`src/rtl/motor_speed_ramp.sv`:
```
`default_nettype none
// ============================================================================
// Module   : motor_speed_ramp
// Purpose  : Avalon-MM speed command stage for the DC motor PWM block. Slews
//            the applied speed toward a signed target at a programmable rate
//            and coasts at zero for a fixed interval before any reversal.
// Revision : 1.0 - initial release
// ============================================================================
module motor_speed_ramp #(
    parameter int PERIOD       = 5000,
    parameter int UPDATE_DIV   = 50000,
    parameter int REVERSE_HOLD = 10
) (
    input  logic        clk,
    input  logic        reset_n,
    input  logic        s_cs,
    input  logic [1:0]  s_address,
    input  logic        s_write,
    input  logic [31:0] s_writedata,
    input  logic        s_read,
    output logic [31:0] s_readdata,
    output logic [31:0] total_dur,
    output logic [31:0] high_dur,
    output logic        motor_go,
    output logic        motor_forward,
    output logic        motor_fast_decay,
    output logic        at_target
);

    localparam int DIV_W = (UPDATE_DIV > 1) ? $clog2(UPDATE_DIV) : 1;
    localparam logic [DIV_W-1:0]  C_DIV_LAST = DIV_W'(UPDATE_DIV - 1);
    localparam logic signed [16:0] C_PMAX    = 17'(PERIOD);
    localparam logic signed [16:0] C_PMIN    = 17'(-PERIOD);
    localparam logic [15:0]        C_HOLD    = 16'(REVERSE_HOLD);

    typedef enum logic [1:0] {
        ST_IDLE     = 2'd0,
        ST_RUN      = 2'd1,
        ST_REV_HOLD = 2'd2
    } state_t;

    // Bus-visible configuration
    logic signed [16:0] r_target;
    logic [15:0]        r_step;
    logic               r_enable;
    logic               r_fast_decay;
    logic [31:0]        r_readdata;

    // Ramp engine state
    state_t             r_state, w_state_nxt;
    logic signed [16:0] r_current, w_current_nxt;
    logic [15:0]        r_hold, w_hold_nxt;
    logic               r_dir, w_dir_nxt;
    // Set once the motor has actually been driven; the very first ramp out of
    // reset has no previous direction to coast away from.
    logic               r_driven, w_driven_nxt;
    logic [DIV_W-1:0]   r_div;

    // Registered PWM-side outputs
    logic [31:0]        r_high_dur;
    logic               r_motor_go;
    logic               r_fast_decay_out;
    logic               r_at_target;

    logic               w_wr;
    logic               w_rd;
    logic               w_tick;
    logic signed [16:0] w_wr_raw;
    logic signed [16:0] w_wr_sat;
    logic signed [16:0] w_ramp;
    logic signed [17:0] w_cur_x, w_goal_x, w_step_x, w_up_x, w_dn_x, w_ramp_x;
    logic               w_opposite;
    logic               w_rev_needed;
    logic [16:0]        w_abs;
    logic               w_unused;

    assign w_wr     = s_cs & s_write;
    assign w_rd     = s_cs & s_read;
    assign w_tick   = (r_div == C_DIV_LAST);
    assign w_unused = &{1'b0, s_writedata[31:16]};

    // Target saturation to the PWM period on write
    always_comb begin
        w_wr_raw = {s_writedata[15], s_writedata[15:0]};
        w_wr_sat = w_wr_raw;
        if (w_wr_raw > C_PMAX)
            w_wr_sat = C_PMAX;
        else if (w_wr_raw < C_PMIN)
            w_wr_sat = C_PMIN;
    end

    // Register file writes
    always_ff @(posedge clk) begin
        if (!reset_n) begin
            r_target     <= '0;
            r_step       <= 16'd1;
            r_enable     <= 1'b0;
            r_fast_decay <= 1'b1;
        end else if (w_wr) begin
            case (s_address)
                2'd0: r_target <= w_wr_sat;
                2'd1: r_step   <= s_writedata[15:0];
                2'd2: begin
                    r_enable     <= s_writedata[0];
                    r_fast_decay <= s_writedata[1];
                end
                default: ;
            endcase
        end
    end

    // Registered readback, valid the cycle after the read strobe
    always_ff @(posedge clk) begin
        if (!reset_n) begin
            r_readdata <= '0;
        end else if (w_rd) begin
            case (s_address)
                2'd0:    r_readdata <= {{15{r_target[16]}}, r_target};
                2'd1:    r_readdata <= {16'd0, r_step};
                2'd2:    r_readdata <= {30'd0, r_fast_decay, r_enable};
                default: r_readdata <= {13'd0, r_at_target, 2'(r_state), r_current[15:0]};
            endcase
        end
    end

    // Free-running update divider
    always_ff @(posedge clk) begin
        if (!reset_n)
            r_div <= '0;
        else
            r_div <= w_tick ? '0 : r_div + 1'b1;
    end

    // One ramp step: head for zero while signs disagree, else for the target
    always_comb begin
        w_opposite = (r_current > 0 && r_target < 0) || (r_current < 0 && r_target > 0);
        w_cur_x    = {r_current[16], r_current};
        w_step_x   = {2'b00, r_step};
        w_goal_x   = w_opposite ? 18'sd0 : {r_target[16], r_target};
        w_up_x     = w_cur_x + w_step_x;
        w_dn_x     = w_cur_x - w_step_x;
        w_ramp_x   = w_goal_x;
        if (r_step != 16'd0) begin
            if (w_cur_x < w_goal_x)
                w_ramp_x = (w_up_x > w_goal_x) ? w_goal_x : w_up_x;
            else
                w_ramp_x = (w_dn_x < w_goal_x) ? w_goal_x : w_dn_x;
        end
        w_ramp = w_ramp_x[16:0];
    end

    assign w_rev_needed = r_driven && (r_current == 0) &&
                          ((r_target > 0 && !r_dir) || (r_target < 0 && r_dir));

    // Next-state logic for the ramp state machine
    always_comb begin
        w_state_nxt   = r_state;
        w_current_nxt = r_current;
        w_hold_nxt    = r_hold;
        w_dir_nxt     = r_dir;
        w_driven_nxt  = r_driven;

        if (r_current != 0) begin
            w_dir_nxt    = (r_current > 0);
            w_driven_nxt = 1'b1;
        end

        case (r_state)
            ST_IDLE: begin
                w_current_nxt = '0;
                if (r_enable)
                    w_state_nxt = ST_RUN;
            end
            ST_RUN: begin
                if (w_tick) begin
                    if (w_rev_needed) begin
                        w_state_nxt = ST_REV_HOLD;
                        w_hold_nxt  = C_HOLD;
                    end else begin
                        w_current_nxt = w_ramp;
                    end
                end
            end
            ST_REV_HOLD: begin
                w_current_nxt = '0;
                if (w_tick) begin
                    if (r_hold <= 16'd1) begin
                        w_hold_nxt  = '0;
                        w_state_nxt = ST_RUN;
                        // A zero target keeps the previous direction
                        if (r_target > 0)
                            w_dir_nxt = 1'b1;
                        else if (r_target < 0)
                            w_dir_nxt = 1'b0;
                    end else begin
                        w_hold_nxt = r_hold - 16'd1;
                    end
                end
            end
            default: begin
                w_state_nxt   = ST_IDLE;
                w_current_nxt = '0;
            end
        endcase

        // Disable wins over everything else
        if (!r_enable) begin
            w_state_nxt   = ST_IDLE;
            w_current_nxt = '0;
            w_hold_nxt    = '0;
        end
    end

    // Ramp state register
    always_ff @(posedge clk) begin
        if (!reset_n) begin
            r_state   <= ST_IDLE;
            r_current <= '0;
            r_hold    <= '0;
            r_dir     <= 1'b0;
            r_driven  <= 1'b0;
        end else begin
            r_state   <= w_state_nxt;
            r_current <= w_current_nxt;
            r_hold    <= w_hold_nxt;
            r_dir     <= w_dir_nxt;
            r_driven  <= w_driven_nxt;
        end
    end

    assign w_abs = r_current[16] ? (~r_current + 17'd1) : r_current;

    // PWM-side outputs, one cycle behind the ramp state
    always_ff @(posedge clk) begin
        if (!reset_n) begin
            r_high_dur       <= '0;
            r_motor_go       <= 1'b0;
            r_fast_decay_out <= 1'b1;
            r_at_target      <= 1'b0;
        end else begin
            r_high_dur       <= {15'd0, w_abs};
            r_motor_go       <= r_enable && (r_state == ST_RUN) && (r_current != 0);
            r_fast_decay_out <= r_fast_decay;
            r_at_target      <= (r_state == ST_RUN) && (r_current == r_target);
        end
    end

    assign s_readdata       = r_readdata;
    assign total_dur        = 32'(PERIOD);
    assign high_dur         = r_high_dur;
    assign motor_go         = r_motor_go;
    assign motor_forward    = r_dir;
    assign motor_fast_decay = r_fast_decay_out;
    assign at_target        = r_at_target;

endmodule
`default_nettype wire

```
`config.mk`:
```
export PLATFORM = sky130hd
export DESIGN_NAME = motor_speed_ramp
export DESIGN_NICKNAME = d
export VERILOG_FILES = /design/src/rtl/motor_speed_ramp.sv
export SDC_FILE = /design/constraint.sdc
export NUM_CORES = 1
export LEC_CHECK = 0
export ABC_AREA = 1
export CORE_ASPECT_RATIO = 1.5
export CORE_MARGIN = 4
export CORE_UTILIZATION = 51
export DETAILED_ROUTE_END_ITERATION = 10
export GPL_TIMING_DRIVEN = 0
export PLACE_DENSITY = 0.81
export REMOVE_ABC_BUFFERS = 1
export SKIP_CTS_REPAIR_TIMING = 1
export SLEW_MARGIN = 20
export SYNTH_ARGS = -nofsm -noshare
export SYNTH_HDL_FRONTEND = slang
export SYNTH_SLANG_ARGS = --single-unit
```
`constraint.sdc`:
```
create_clock -name clk -period 4.25 [get_ports clk]
set_input_delay 0.85 -clock clk [delete_from_list [all_inputs] [get_ports clk]]
set_output_delay 0.85 -clock clk [all_outputs]
set_load 0.02 [all_outputs]
```
## Word-level counts from Yosys, hierarchy flattened

Cells that the tools add are included.

- Register bits after elaboration: 155
- Input port bits: 39
- Output and inout bits: 100
- Logic and storage cells: 100

- $add $sub $neg: 5
- Order comparisons: 10
- Equal/unequal tests: 10
- Mux-type cells: 25
- Bitwise operators: 5
- Reduce and logical (&&, ||, !) cells: 28

Operator list:

| cell | count |
|---|---|
| 2-to-1 mux 17 bit | 6 |
| case mux 32 bit (3 select lines) | 1 |
| 2-to-1 mux 16 bit | 5 |
| > comparator 17 x 1 -> 1 bit (second input constant) | 2 |
| less-than comparator 17 x 1 -> 1 bit (second input constant) | 2 |
| zero test 32 bit | 1 |
| case mux 16 bit (2 select lines) | 1 |
| nonzero test 32 bit | 1 |
| adder 17 x 17 -> 18 bit | 1 |
| > comparator 18 bit | 1 |
| less-than comparator 17 x 18 -> 1 bit | 1 |
| less-than comparator 18 bit | 1 |
| 2-to-1 mux 18 bit | 1 |
| subtractor 17 x 17 -> 18 bit | 1 |
| adder 17 x 1 -> 17 bit (second input constant) | 1 |
| == test 17 bit | 1 |
| inverter 17 bit | 1 |
| adder 16 x 1 -> 16 bit (second input constant) | 1 |
| == test 16 bit (second input constant) | 1 |
| > comparator 16 x 14 -> 1 bit (second input constant) | 1 |
| less-or-equal comparator 16 x 1 -> 1 bit (second input constant) | 1 |
| less-than comparator 16 x 14 -> 1 bit (second input constant) | 1 |
| nonzero test 16 bit | 1 |
| subtractor 16 x 1 -> 16 bit (second input constant) | 1 |
| 17 further kinds | 48 |

## Longest topological paths before layout

- Word-level depth: 8
- Mapped depth: 40

## Worst setup path before layout

Ideal clock, no wire load.

- Kind: reg-to-reg
- Start point: register r_current[1]
- End point: register r_current[7]
- Data arrival time: 4.559 ns
- Path slack: -0.429 ns
- Cell stages (with the launch flop): 36
- Buffers on the path: 3
- Clock period less this slack: 4.679 ns
- Path through: dfxtp_1 -> inv_1 -> ha_1 -> inv_1 -> nor3_1 -> inv_1 -> nor3_1 -> inv_1 -> nor3_1 -> nand3_1 -> nor3_1 -> inv_1 -> nor4_2 -> inv_1 -> ha_1 -> nand2_1 -> nand2_1 -> buf_2 -> nor2_1 -> inv_1 -> ha_1 -> nand2_1 -> nor2_1 -> nand2_1 -> inv_1 -> nand4_1 -> nand3_1 -> nand2_1 -> nand2_1 -> nand2_1 -> buf_2 -> buf_2 -> o21ai_0 -> nand2_1 -> nand3_1 -> a21oi_1

- Cells in the longest elaborated chain, start to end: 8
- Elaborated cells between the ends (all ways): 20
- Classes of those cells: add/sub: 2; order compare: 5; mux: 5; bitwise: 1; reduce/logical: 7

RTL lines:

| what | line | text |
|---|---|---|
| start: declaration | 51 | `logic signed [16:0] r_current, w_current_nxt;` |
| start signal: assignment | 224 | `r_current <= w_current_nxt;` |
| > comparator 17 x 1 -> 1 bit or less-than comparator 17 x 1 -> 1 bit (tied branches) | 136 | `w_opposite = (r_current > 0 && r_target < 0) \|\| (r_current < 0 && r_target > 0);` |
| logical AND 1 bit | 136 |  |
| logical OR 1 bit | 136 |  |
| 2-to-1 mux 18 bit | 139 | `w_goal_x = w_opposite ? 18'sd0 : {r_target[16], r_target};` |
| less-than comparator 18 bit or > comparator 18 bit (tied branches) | 147, 145 |  |
| 2-to-1 mux 17 bit (on tied branches) | 147, 145 |  |
| 2-to-1 mux 17 bit | 144 | `if (w_cur_x < w_goal_x)` |
| 2-to-1 mux 17 bit | 143 | `if (r_step != 16'd0) begin` |

Parallel ways exist; a longest one is shown, timed or not.
A chain may end at the register's enable or synchronous reset.

## Worst setup path after layout

- Start point: register r_current[1]
- End point: register r_current[6]

The elaborated chain is that of the path after synthesis.

==> out/metrics.csv <==
stage,metric,value,unit
worst_setup_path,worst_ep_arrival_time,5.69,ns
yosys,synth_area_per_cell,6.64,µm²
detailed_routing,met3_length,2850,µm
worst_setup_path,slowest_delay,0.42,ns
yosys,synth_cells,1484,
detailed_routing,vias,10800,
finish,design_area,12200,µm²
worst_setup_path,r2r_end,r_current[6],
clock_tree,clk_latency,0.43,ns
detailed_routing,wl_met2,16900,µm
timing,finalHoldViolations,0,
floorplanning,coreArea,19100,µm²
global_routing,antenna_found_initial,0,
detailed_routing,highest_layer,met4,
clock_tree,cts_made_buffers,17,
placed_design,dpl_cell_area,10500,µm²
job,maxCapViolCount,0,
worst_setup_path,crit_path_start,r_current[1],
finish,antenna_cells,0,
power,cellLeakagePower,5.46,nW
worst_setup_path,worstReg2RegStart,r_current[1],
worst_setup_path,crit_slowest_cell,nor4_4,
timing,tightest_slew,1.03,ns
yosys,synth.top_cell.area_share,25.8,%
placed_design,place_inst,1757,
timing,fin_ws,-1.09,ns
worst_setup_path,path_class,reg -> reg,
timing,hold-worst-slack,0.450,ns
clock_tree,cts_buffer_depth,2,
worst_setup_path,critPathLaunchType,register,
placed_design,hpwl,24100,µm
yosys,synth_cell_type_count,51,
worst_setup_path,cp_max_fo,8,
floorplanning,initial_core_util,51.6,%
yosys,synth_edf_count,0,
yosys,synth_top_area_cell,dfxtp_1,
finish,final_common_cell,nand2_1,
yosys,synthArstFlopShare,0,%
yosys,ys_seq_area_share,25.8,%
yosys,synth.area.top_cells,"dfxtp_1 26%, ha_1 11%, nand2_1 10%",
timing,max_freq,0.187,GHz
clock_tree,htree_levels,4,
detailed_routing,viasPerCell,5.91,
clock_tree,cts_tree,yes,
finish,finalNonFillerCells,1832,
finish,area_growth,24.1,%
worst_setup_path,worstPathRequired,4.60,ns
floorplanning,dieArea,21700,µm²
timing,period_share,126,%
floorplanning,rows,62,
detailed_routing,post-route-drc-count,1,
detailed_routing,first_pass_iters,9,
yosys,synth-seq-cells,127,
outcome,status,"finished, violations left",
finish,drive_above_1_share,14.1,%
detailed_routing,route.layer.met1.wl,12400,µm
timing,skew,0.0117,ns
detailed_routing,wl_per_cell,19.1,µm
power,vdd_drop_max,0.238,mV
finish,final_cell_mix,"247 x nand2_1, 184 x inv_1, 167 x a21oi_1, 125 x dfxtp_1, 100 x o21ai_0",
floorplanning,die_w,122,µm
timing,rsz0062_at_grt,yes,
global_routing,grt_use_total,29.1,%
worst_setup_path,worst_setup_path_end_kind,register,
timing,relSlewSlack,31.1,%
worst_setup_path,crit_end,r_current[6],
outcome,failed_checks,"DRC, setup timing",
placed_design,portBuffers,75,
worst_setup_path,rrSetupSlack,-1.09,ns
clock_tree,cts.clk_slew.worst_paths,0.06,ns
worst_setup_path,crit_top_cell,inv_1,
placed_design,gp_congestion,0.987,
worst_setup_path,reg2reg_depth,34,
clock_tree,root_buffer,clkbuf_16,
finish,finish.utilization,64.1,%
detailed_routing,wirelength,34900,µm
floorplanning,die_h,178,µm
global_routing,overflow,0,
floorplanning,io-pin-count,139,
timing,finalMaxSlewViolations,0,
yosys,syn_area,9860,µm²
yosys,ys_warn_count,0,
clock_tree,cts_sinks,127,
global_routing,grt_max_degree,34,
power,total_power,3.45,mW
yosys,synth-main-ff-cell,dfxtp_1,
power,power.density,282,nW/µm²
timing,fin_crit,5.34,ns
detailed_routing,antenna_left,0,
global_routing,grt_pass1_wl,49800,µm
timing,setup_violations,17,
finish,layout.nets,1695,
detailed_routing,drt_iter0_markers,1074,
hold_path,hold_class,reg -> reg,
global_routing,grt_pass1_vias,9807,
[synthesized netlist by cell type, types with 2 or more instances]
cell type / instances
o211ai_1: 14
nor4_1: 12
a21oi_1: 176
a221oi_1: 9
inv_2: 4
dfxtp_1: 127
nor4_2: 2
nor3_1: 33
o21a_1: 5
a31oi_1: 15
buf_2: 7
nand2_1: 275
nand3b_1: 2
buf_6: 5
nor2_1: 114
clkbuf_1: 30
a21boi_0: 2
o22ai_1: 7
nand3_1: 79
a211oi_1: 3
nand2_2: 5
xor2_1: 30
ha_1: 90
nor2_2: 2
o21ai_0: 110
conb_1: 2
fa_1: 2
o31ai_1: 2
inv_1: 200
buf_1: 2
o21ai_2: 4
or2_2: 3
buf_4: 60
o21ai_1: 3
inv_4: 2
nand4_1: 16
a22oi_1: 4
o21bai_1: 6
nor3b_1: 5
a41oi_1: 4
[critical path: cells and delay by family, from the launching register on]
family,cells,cell delay [ns]
adders and majority gates,3,0.68
DFF,1,0.36
AOI/OAI and AO/OA,2,0.24
and+or+nand+nor,19,2.87
buffers and inverters,10,1.09
[sequential cells by signal (all words and copies together), names as in the netlist, 2 cells and up]
name        cells
r_current      17
r_step         16
r_hold         16
s_readdata     20
high_dur       17
r_div          16
r_target       16
r_state         2
[where the power goes]
part	total (mW)	internal (mW)	switching, mW
registers	1.24	1.21	0.0277
clock network	1.40	0.817	0.580
logic	0.811	0.305	0.506
[routing by layer]
| metal | GRT usage [%] | up-vias |
|---|---|---|
| li1 | - | 5023 |
| met1 | 31.6 | 4936 |
| met2 | 50.6 | 658 |
| met3 | 4.85 | 210 |
| met4 | 21.3 | 0 |
| met5 | 0 | - |
[logic make-up (layout without fill, tap and decap cells)]
| logic type | after synthesis | after routing | synth area share (%) |
|---|---|---|---|
| compound gates | 369 | 369 | 20.8 |
| xor+xnor | 30 | 30 | 2.67 |
| fa+ha+maj | 92 | 92 | 11.8 |
| buf+inv | 310 | 353 | 14.6 |
| flops | 127 | 127 | 25.8 |
| other cells | 2 | 47 | 0.0762 |
| simple gates | 554 | 558 | 24.3 |
[cell type report]
type	instances	area, µm²
sequential	127	2550
tap	256	320
clock buffer	18	439
fill	1623	6860
inverter	206	802
multi-input combinational	1096	6870
clock inverter	13	114
timing repair buffer	116	1130
[through the flow]
stage | setup WS, ns | setup TNS (ns)
finish | -1.09 | -17.45
global route | -1.35 | -23.99
CTS | -2.64 | -52.85
detailed placement | -2.60 | -51.74
global placement | -2.47 | -47.30
floorplan | -0.655 | -9.13
[worst min path at each step]
stage / start / to / slack, ns / cells after the start
final: r_div[0] / r_div[0] / 0.45 / 1
after global routing: r_fast_decay / motor_fast_decay / 0.48 / 2
after CTS: r_fast_decay / motor_fast_decay / 0.46 / 2
after detailed placement: r_fast_decay / motor_fast_decay / 0.44 / 2
after global placement: r_div[0] / r_div[0] / 0.43 / 1
after floorplan: r_fast_decay / motor_fast_decay / 0.40 / 2
(Power assumes the default switching activity.)
